`config.mk`:
```
export PLATFORM = sky130hd
export DESIGN_NAME = fetch_buffer
export DESIGN_NICKNAME = d
export VERILOG_FILES = /design/src/rtl/fetch_buffer.sv
export SDC_FILE = /design/constraint.sdc
export NUM_CORES = 1
export LEC_CHECK = 0
export ABC_AREA = 1
export CAP_MARGIN = 20
export CORE_MARGIN = 1.5
export CORE_UTILIZATION = 55
export DETAILED_ROUTE_END_ITERATION = 12
export GPL_ROUTABILITY_DRIVEN = 1
export PLACE_DENSITY = 0.8
export SYNTH_ARGS = -nofsm -noshare
export SYNTH_HDL_FRONTEND = slang
export SYNTH_SLANG_ARGS = --single-unit
export TNS_END_PERCENT = 10
```
`constraint.sdc`:
```
create_clock -name clk -period 4.91 [get_ports clk]
set_input_delay 0.982 -clock clk [delete_from_list [all_inputs] [get_ports clk]]
set_output_delay 0.982 -clock clk [all_outputs]
set_load 0.01 [all_outputs]
```
`src/rtl/fetch_buffer.sv`:
```
`default_nettype none
// +--------------------------------------------------------------------------+
// | Module      : fetch_buffer                                               |
// | Description : Small FIFO between instruction fetch and decode. It holds  |
// |               PC/instruction pairs in arrival order, reports occupancy   |
// |               and is emptied in one cycle by a branch/jump flush.        |
// | Option      : FETCH_BUFFER_BYPASS_EN - when defined, an incoming pair    |
// |               arriving at an empty buffer is presented on the outputs    |
// |               in the same cycle and is stored only if it is not taken.   |
// | Revision    : 1.0 - initial release                                      |
// +--------------------------------------------------------------------------+
// | Ports                                                                    |
// |   clk        in   1      single clock, rising edge                       |
// |   reset      in   1      synchronous, active-high                        |
// |   flush      in   1      discard all held and incoming entries           |
// |   in_valid   in   1      upstream pair valid                             |
// |   pc_in      in   32     upstream PC                                     |
// |   inst_in    in   32     upstream instruction word                       |
// |   in_ready   out  1      pair accepted this cycle                        |
// |   out_valid  out  1      pc_out/inst_out hold a valid entry              |
// |   pc_out     out  32     head PC (0 when not valid)                      |
// |   inst_out   out  32     head instruction (NOP when not valid)           |
// |   out_ready  in   1      decode consumes the head this cycle             |
// |   count      out  log2(DEPTH)+1  current occupancy                       |
// +--------------------------------------------------------------------------+

module fetch_buffer #(
  parameter int unsigned DEPTH = 4,
  parameter logic [31:0] NOP   = 32'h0000_0000
) (
  input  logic                     clk,
  input  logic                     reset,
  input  logic                     flush,
  input  logic                     in_valid,
  input  logic [31:0]              pc_in,
  input  logic [31:0]              inst_in,
  output logic                     in_ready,
  output logic                     out_valid,
  output logic [31:0]              pc_out,
  output logic [31:0]              inst_out,
  input  logic                     out_ready,
  output logic [$clog2(DEPTH):0]   count
);

  localparam int unsigned        c_ptr_w   = $clog2(DEPTH);
  localparam int unsigned        c_cnt_w   = c_ptr_w + 1;
  localparam logic [c_cnt_w-1:0] c_full    = c_cnt_w'(DEPTH);
  localparam logic [c_cnt_w-1:0] c_cnt_one = c_cnt_w'(1);
  localparam logic [c_ptr_w-1:0] c_ptr_one = c_ptr_w'(1);

  // Entry storage: deliberately not reset, only the pointers/count are.
  logic [31:0]        pc_mem_q   [DEPTH];
  logic [31:0]        inst_mem_q [DEPTH];

  logic [c_ptr_w-1:0] wr_ptr_q, wr_ptr_d;
  logic [c_ptr_w-1:0] rd_ptr_q, rd_ptr_d;
  logic [c_cnt_w-1:0] count_q,  count_d;

  logic               w_empty;
  logic               w_full;
  logic               w_push;   // pair accepted from upstream
  logic               w_pop;    // stored head consumed by decode
  logic               w_store;  // accepted pair written into storage

  assign w_empty  = (count_q == '0);
  assign w_full   = (count_q == c_full);

  // Full blocks acceptance even when decode pops in the same cycle; this
  // keeps in_ready free of any dependency on out_ready.
  assign in_ready = !w_full && !flush;
  assign w_push   = in_valid && in_ready && !flush;
  assign count    = count_q;

`ifdef FETCH_BUFFER_BYPASS_EN
  logic w_bypass;

  // An empty buffer forwards the incoming pair straight to decode.
  assign w_bypass  = w_empty && in_valid && !flush;
  assign out_valid = !w_empty || w_bypass;

  // Storage is only popped when it actually holds something; a bypassed
  // pair taken by decode never enters storage at all.
  assign w_pop     = !w_empty && out_ready && !flush;
  assign w_store   = w_push && !(w_bypass && out_ready);

  always_comb begin
    pc_out   = '0;
    inst_out = NOP;
    if (!w_empty) begin
      pc_out   = pc_mem_q[rd_ptr_q];
      inst_out = inst_mem_q[rd_ptr_q];
    end else if (w_bypass) begin
      pc_out   = pc_in;
      inst_out = inst_in;
    end
  end
`else
  // Registered-only output path: a pushed pair becomes visible one cycle
  // after it is accepted.
  assign out_valid = !w_empty;
  assign w_pop     = out_valid && out_ready && !flush;
  assign w_store   = w_push;

  always_comb begin
    pc_out   = '0;
    inst_out = NOP;
    if (out_valid) begin
      pc_out   = pc_mem_q[rd_ptr_q];
      inst_out = inst_mem_q[rd_ptr_q];
    end
  end
`endif

  // Next-state for pointers and occupancy. Flush wins over push/pop and
  // returns everything to the origin rather than just equalising pointers.
  always_comb begin
    wr_ptr_d = wr_ptr_q;
    rd_ptr_d = rd_ptr_q;
    count_d  = count_q;
    if (flush) begin
      wr_ptr_d = '0;
      rd_ptr_d = '0;
      count_d  = '0;
    end else begin
      // DEPTH is a power of two, so natural overflow wraps the pointers.
      if (w_store) begin
        wr_ptr_d = wr_ptr_q + c_ptr_one;
      end
      if (w_pop) begin
        rd_ptr_d = rd_ptr_q + c_ptr_one;
      end
      case ({w_store, w_pop})
        2'b10:   count_d = count_q + c_cnt_one;
        2'b01:   count_d = count_q - c_cnt_one;
        default: count_d = count_q;
      endcase
    end
  end

  always_ff @(posedge clk) begin
    if (reset) begin
      wr_ptr_q <= '0;
      rd_ptr_q <= '0;
      count_q  <= '0;
    end else begin
      wr_ptr_q <= wr_ptr_d;
      rd_ptr_q <= rd_ptr_d;
      count_q  <= count_d;
    end
  end

  // A write during a reset cycle lands in a slot the cleared pointers
  // treat as empty, so it needs no reset qualification.
  always_ff @(posedge clk) begin
    if (w_store) begin
      pc_mem_q[wr_ptr_q]   <= pc_in;
      inst_mem_q[wr_ptr_q] <= inst_in;
    end
  end

endmodule

`default_nettype wire

```
* Yosys cells after proc, flatten, opt, wreduce, memory -nomap -nowiden
Memories as Yosys holds them, arrays and structs flattened. A register that Yosys moved wholly into a read port is not among the register bits. Cells that the tools add are included.
Storage, ports and cells: input port bits 69, word-level logic and storage cells 32, memories 2, output and inout bits 69, bits in registers 7, memory bits (writable) 256
Cells by class: equal/unequal tests 3, add/sub/neg operators 4, reduce and logical (&&, ||, !) cells 11, muxes and demuxes 9
Memory list:
- inst_mem_q | depth 4, bits a word 32, read ports 1, clocked after Yosys merged registers in 1, write ports 1, RTL line 53 | logic [31:0] inst_mem_q [DEPTH];
- pc_mem_q | depth 4, bits a word 32, read ports 1, clocked after Yosys merged registers in 1, write ports 1, RTL line 52 | logic [31:0] pc_mem_q [DEPTH];
Operators by type and width (count):
- 2-to-1 mux 32 bit | 2
- 2-to-1 mux 2 bit | 4
- one-hot mux 3 bit (2 select lines) | 1
- logical AND 1 bit | 5
- adder 2 x 1 -> 2 bit, second input constant | 2
- adder 3 x 1 -> 3 bit, second input constant | 1
- == test 3 bit, second input constant | 1
- zero test 1 bit | 3
- zero test 3 bit | 1
- subtractor 3 x 1 -> 3 bit, second input constant | 1
- == test 2 x 1 -> 1 bit, second input constant | 1
- == test 2 bit, second input constant | 1
- 2-to-1 mux 1 bit | 2
- nonzero test 2 bit | 1
- OR reduction 2 bit | 1

* Logic depth before layout (Yosys ltp)
depth after elaboration 7, depth in mapped cells 13, depth with buffers taken out 13

* Worst setup path after synthesis
Ideal clock, no wire load.
path type input-to-reg, start point in flush, end point mem inst_mem_q[0][0], enable pin, setup slack 0.469 ns, library setup time 0.487 ns, buffers on the path 0, data required time 4.423 ns, cell stages on the path 3, arrival time 3.954 ns, cells stage by stage inv_1 > nand3_1 > nor2_1
Between the ends: longest elaborated chain between the ends 6
Ends and longest elaborated chain:
- from (decl) | RTL line 33 | input logic flush,
- zero test 1 bit (*) | RTL line 70, 71
- logical AND 1 bit | RTL line 70 | assign in_ready = !w_full && !flush;
- logical AND 1 bit | RTL line 71 | assign w_push = in_valid && in_ready && !flush;
- logical AND 1 bit (*) | RTL line 71
- 2-to-1 mux 1 bit (*) | RTL line 155 | if (w_store) begin
- 2-to-1 mux 1 bit (not written as such) (*) | RTL line 157 | inst_mem_q[wr_ptr_q] <= inst_in;
- to (decl) | RTL line 53
Mark *: on every way between the ends. The rest lies on a longest branch, timed or not.

==> impl_metrics.env <==
export IMPL_synthDistinctLibCells=18
export IMPL_antenna_found_initial=0
export IMPL_numCtsBuffers=26
export IMPL_placed_cells=1171
export IMPL_via_per_inst=5.42
export IMPL_ios=138
export IMPL_fin_cells=1218
export IMPL_synthCells=832
export IMPL_cts_setup_buffers=0
export IMPL_die_w_um=141
export IMPL_cap_violations=0
export IMPL_cts_root_buf="clkbuf_16"
export IMPL_met1_length_um=8560
export IMPL_rsz0062_at_grt="no"
export IMPL_fin_crit_sh=0.809
export IMPL_routed_wirelength_um=20900
export IMPL_min_period_ns=3.97
export IMPL_fin_nets=1040
export IMPL_slowest_delay_ns=0.66
export IMPL_cts_sinks=265
export IMPL_powerDensity_mw_per_mm2=365
export IMPL_required_ns=3.93
export IMPL_drc=0
export IMPL_synthToLayoutAreaGrowth_pct=22.7
export IMPL_synthSimpleGateAreaFrac=0.106
export IMPL_drive_gt1_frac=0.0589
export IMPL_drv_slew=0
export IMPL_diodes=0
export IMPL_synth_warnings=0
export IMPL_die_h_um=141
export IMPL_synth_seq_area_share=0.754
export IMPL_clock_path_buffers=3
export IMPL_grt_pass1_wl_um=32900
export IMPL_drtAntennaViolNets=0
export IMPL_critPathTopFamily="buffers and inverters"
export IMPL_drtIter0Drc=551
export IMPL_wl_met2_um=10600
export IMPL_synthXorXnorAreaFrac=0
export IMPL_critPathCaptureType="output pin"
export IMPL_hold_path_class="flop to flop"
export IMPL_dp_hpwl_um=11600
export IMPL_overflow=0
export IMPL_grt_max_degree=69
export IMPL_status="complete, no violations"
export IMPL_syn_nets=907
export IMPL_crit_type="flop to output pin"
export IMPL_final_util=0.687
export IMPL_skew_ns=0.00494
export IMPL_worst_path_buf_inv=3
export IMPL_cts_resized=0
export IMPL_htreeDepth=1
export IMPL_start_kind="flop"
export IMPL_synth_seq_cells=265
export IMPL_start_util=0.560
export IMPL_multi_input_area_sq_mm=0.00221
export IMPL_cts_tree="yes"
export IMPL_grt_pass1_vias=6534
export IMPL_regArea_sq_mm=0.00787
export IMPL_synth_adder_area_share=0.00791
export IMPL_wl_per_cell_um=17.2
export IMPL_drt_first_pass_iters=5
export IMPL_path_cells="clkinv_2, buf_4, o21ai_0, a21oi_1, clkdlybuf4s50_1"
export IMPL_synth_top_family_by_area="simple AND/OR/NAND/NOR gates"
export IMPL_clk_pin_slew_ns=0.06
export IMPL_setup_tns_ns=0
export IMPL_total_leakage_power_nw=4.34
export IMPL_synthMuxAreaShare=0
export IMPL_row_count=50
export IMPL_holdBufCountCts=0
export IMPL_setup_viol=0
export IMPL_worstMarginPinSlew_ns=0.992
export IMPL_wl_met3_um=1340
export IMPL_finalHoldViolCount=0
export IMPL_groute_usage_overall=0.214
export IMPL_io_buffers=137
export IMPL_max_freq_mhz=252
export IMPL_cpMaxStageDelayCell="dfxtp_4"
export IMPL_synth_compound_area_frac=0.0949
export IMPL_nFillCells=1325
export IMPL_synthesis_area_sq_mm=0.0104
export IMPL_gp_congestion=0.802
export IMPL_vias=6605
export IMPL_syn_area_per_cell_sq_um=12.5
export IMPL_dieArea_sq_mm=0.0198
export IMPL_core_sq_mm=0.0186
export IMPL_maxSlewHeadroom=0.338
export IMPL_vdd_drop_max_v=0.000268
export IMPL_arrival_ns=2.99
export IMPL_topRoutingLayerUsed="met4"
export IMPL_cp_max_fo=45
export IMPL_insertion_delay_ns=0.51
==> per-layer routing <==
| layer | vias to the layer above | GRT usage |
|---|---|---|
| met5 | - | 0 |
| met4 | 0 | 0.0680 |
| met3 | 38 | 0.0340 |
| met2 | 249 | 0.375 |
| met1 | 3126 | 0.275 |
| li1 | 3192 | - |
==> stage by stage <==
stage | power (mW) | worst slack [ns] | cell area (sq um) | hold slack [ns]
after floorplan | 2.68 | 0.469 | 10400 | 0.461
after global placement | 2.83 | 1.57 | 12000 | 0.478
after detailed placement | 2.84 | 1.49 | 12000 | 0.487
after CTS | 4.70 | 0.909 | 12800 | 0.497
after global routing | 4.82 | 0.691 | 12800 | 0.529
final | 4.67 | 0.938 | 12800 | 0.494
==> synthesized netlist by cell type, drive strengths merged <==
master,count,area [sq um]
nor2,270,1010
edfxtp,256,7690
o21ai,130,651
a21oi,68,340
buf,35,256
inv,24,90.1
nand2,17,63.8
clkbuf,12,45.0
dfxtp,9,180
ha,5,62.6
nand3,3,15.0
nand4,2,12.5
fa,1,20.0
==> state kept, by name, summed over array words and instances, names as in the netlist, named ones only <==
register	count
rd_ptr_q	2
wr_ptr_q	2
count	3
inst_mem_q	128
pc_mem_q	128
==> worst paths after layout <==
kind | startpoint | to | slack, ns | cells after the start
worst min-delay path | rd_ptr_q[1]$_SDFFE_PP0P_ | flop | 0.49 | 2
worst min register to register | rd_ptr_q[1]$_SDFFE_PP0P_ | flop | 0.49 | 2
worst max register to register | count[0]$_SDFFE_PP0P_ | pc_mem_q[0][8]$_DFFE_PP_ | 2.65 | 5
worst max-delay path | flop | inst_out[9] | 0.94 | 5
==> final cells by class <==
class | instances | area share
multi-input combinational | 496 | 0.172
sequential | 265 | 0.615
inverter | 24 | 0.00713
timing repair buffer | 152 | 0.119
clock buffer | 38 | 0.0568
clock inverter | 9 | 0.00713
tap | 234 | 0.0229
==> worst register-to-register path, delay by kind of cell (launching register included) <==
kind / cells / cell delay, ns
buffers and inverters: 1 / 0.74
AND/OR/NAND/NOR: 4 / 0.72
flip-flops: 1 / 0.38
==> placed cells by master (no fill, tap or decap), types with 4 or more instances in the layout <==
master,netlist,final
ha_1,5,5
nand2_1,17,17
inv_1,21,21
clkdlybuf4s50_1,0,137
nor2_4,0,4
buf_4,3,12
dfxtp_1,9,7
clkinv_2,0,5
clkbuf_1,12,10
edfxtp_1,256,256
clkbuf_16,0,27
nor2_1,270,266
o21ai_1,10,10
o21ai_0,120,120
a21oi_1,68,68
==> power breakdown <==
group / total [mW] / internal, mW / switching, mW / leakage [nW]
combinational: 0.258 / 0.121 / 0.137 / 1.54
sequential: 2.53 / 2.52 / 0.0103 / 2.40
clock: 1.89 / 1.13 / 0.760 / 0.400
==> logic make-up (layout without fill, tap and decap cells) <==
| logic type | Yosys count | after routing |
|---|---|---|
| flops | 265 | 265 |
| simple gates | 292 | 292 |
| fa+ha+maj | 6 | 6 |
| compound gates | 198 | 198 |
| buf+inv | 71 | 223 |
Power figures use the tool's default switching activity.
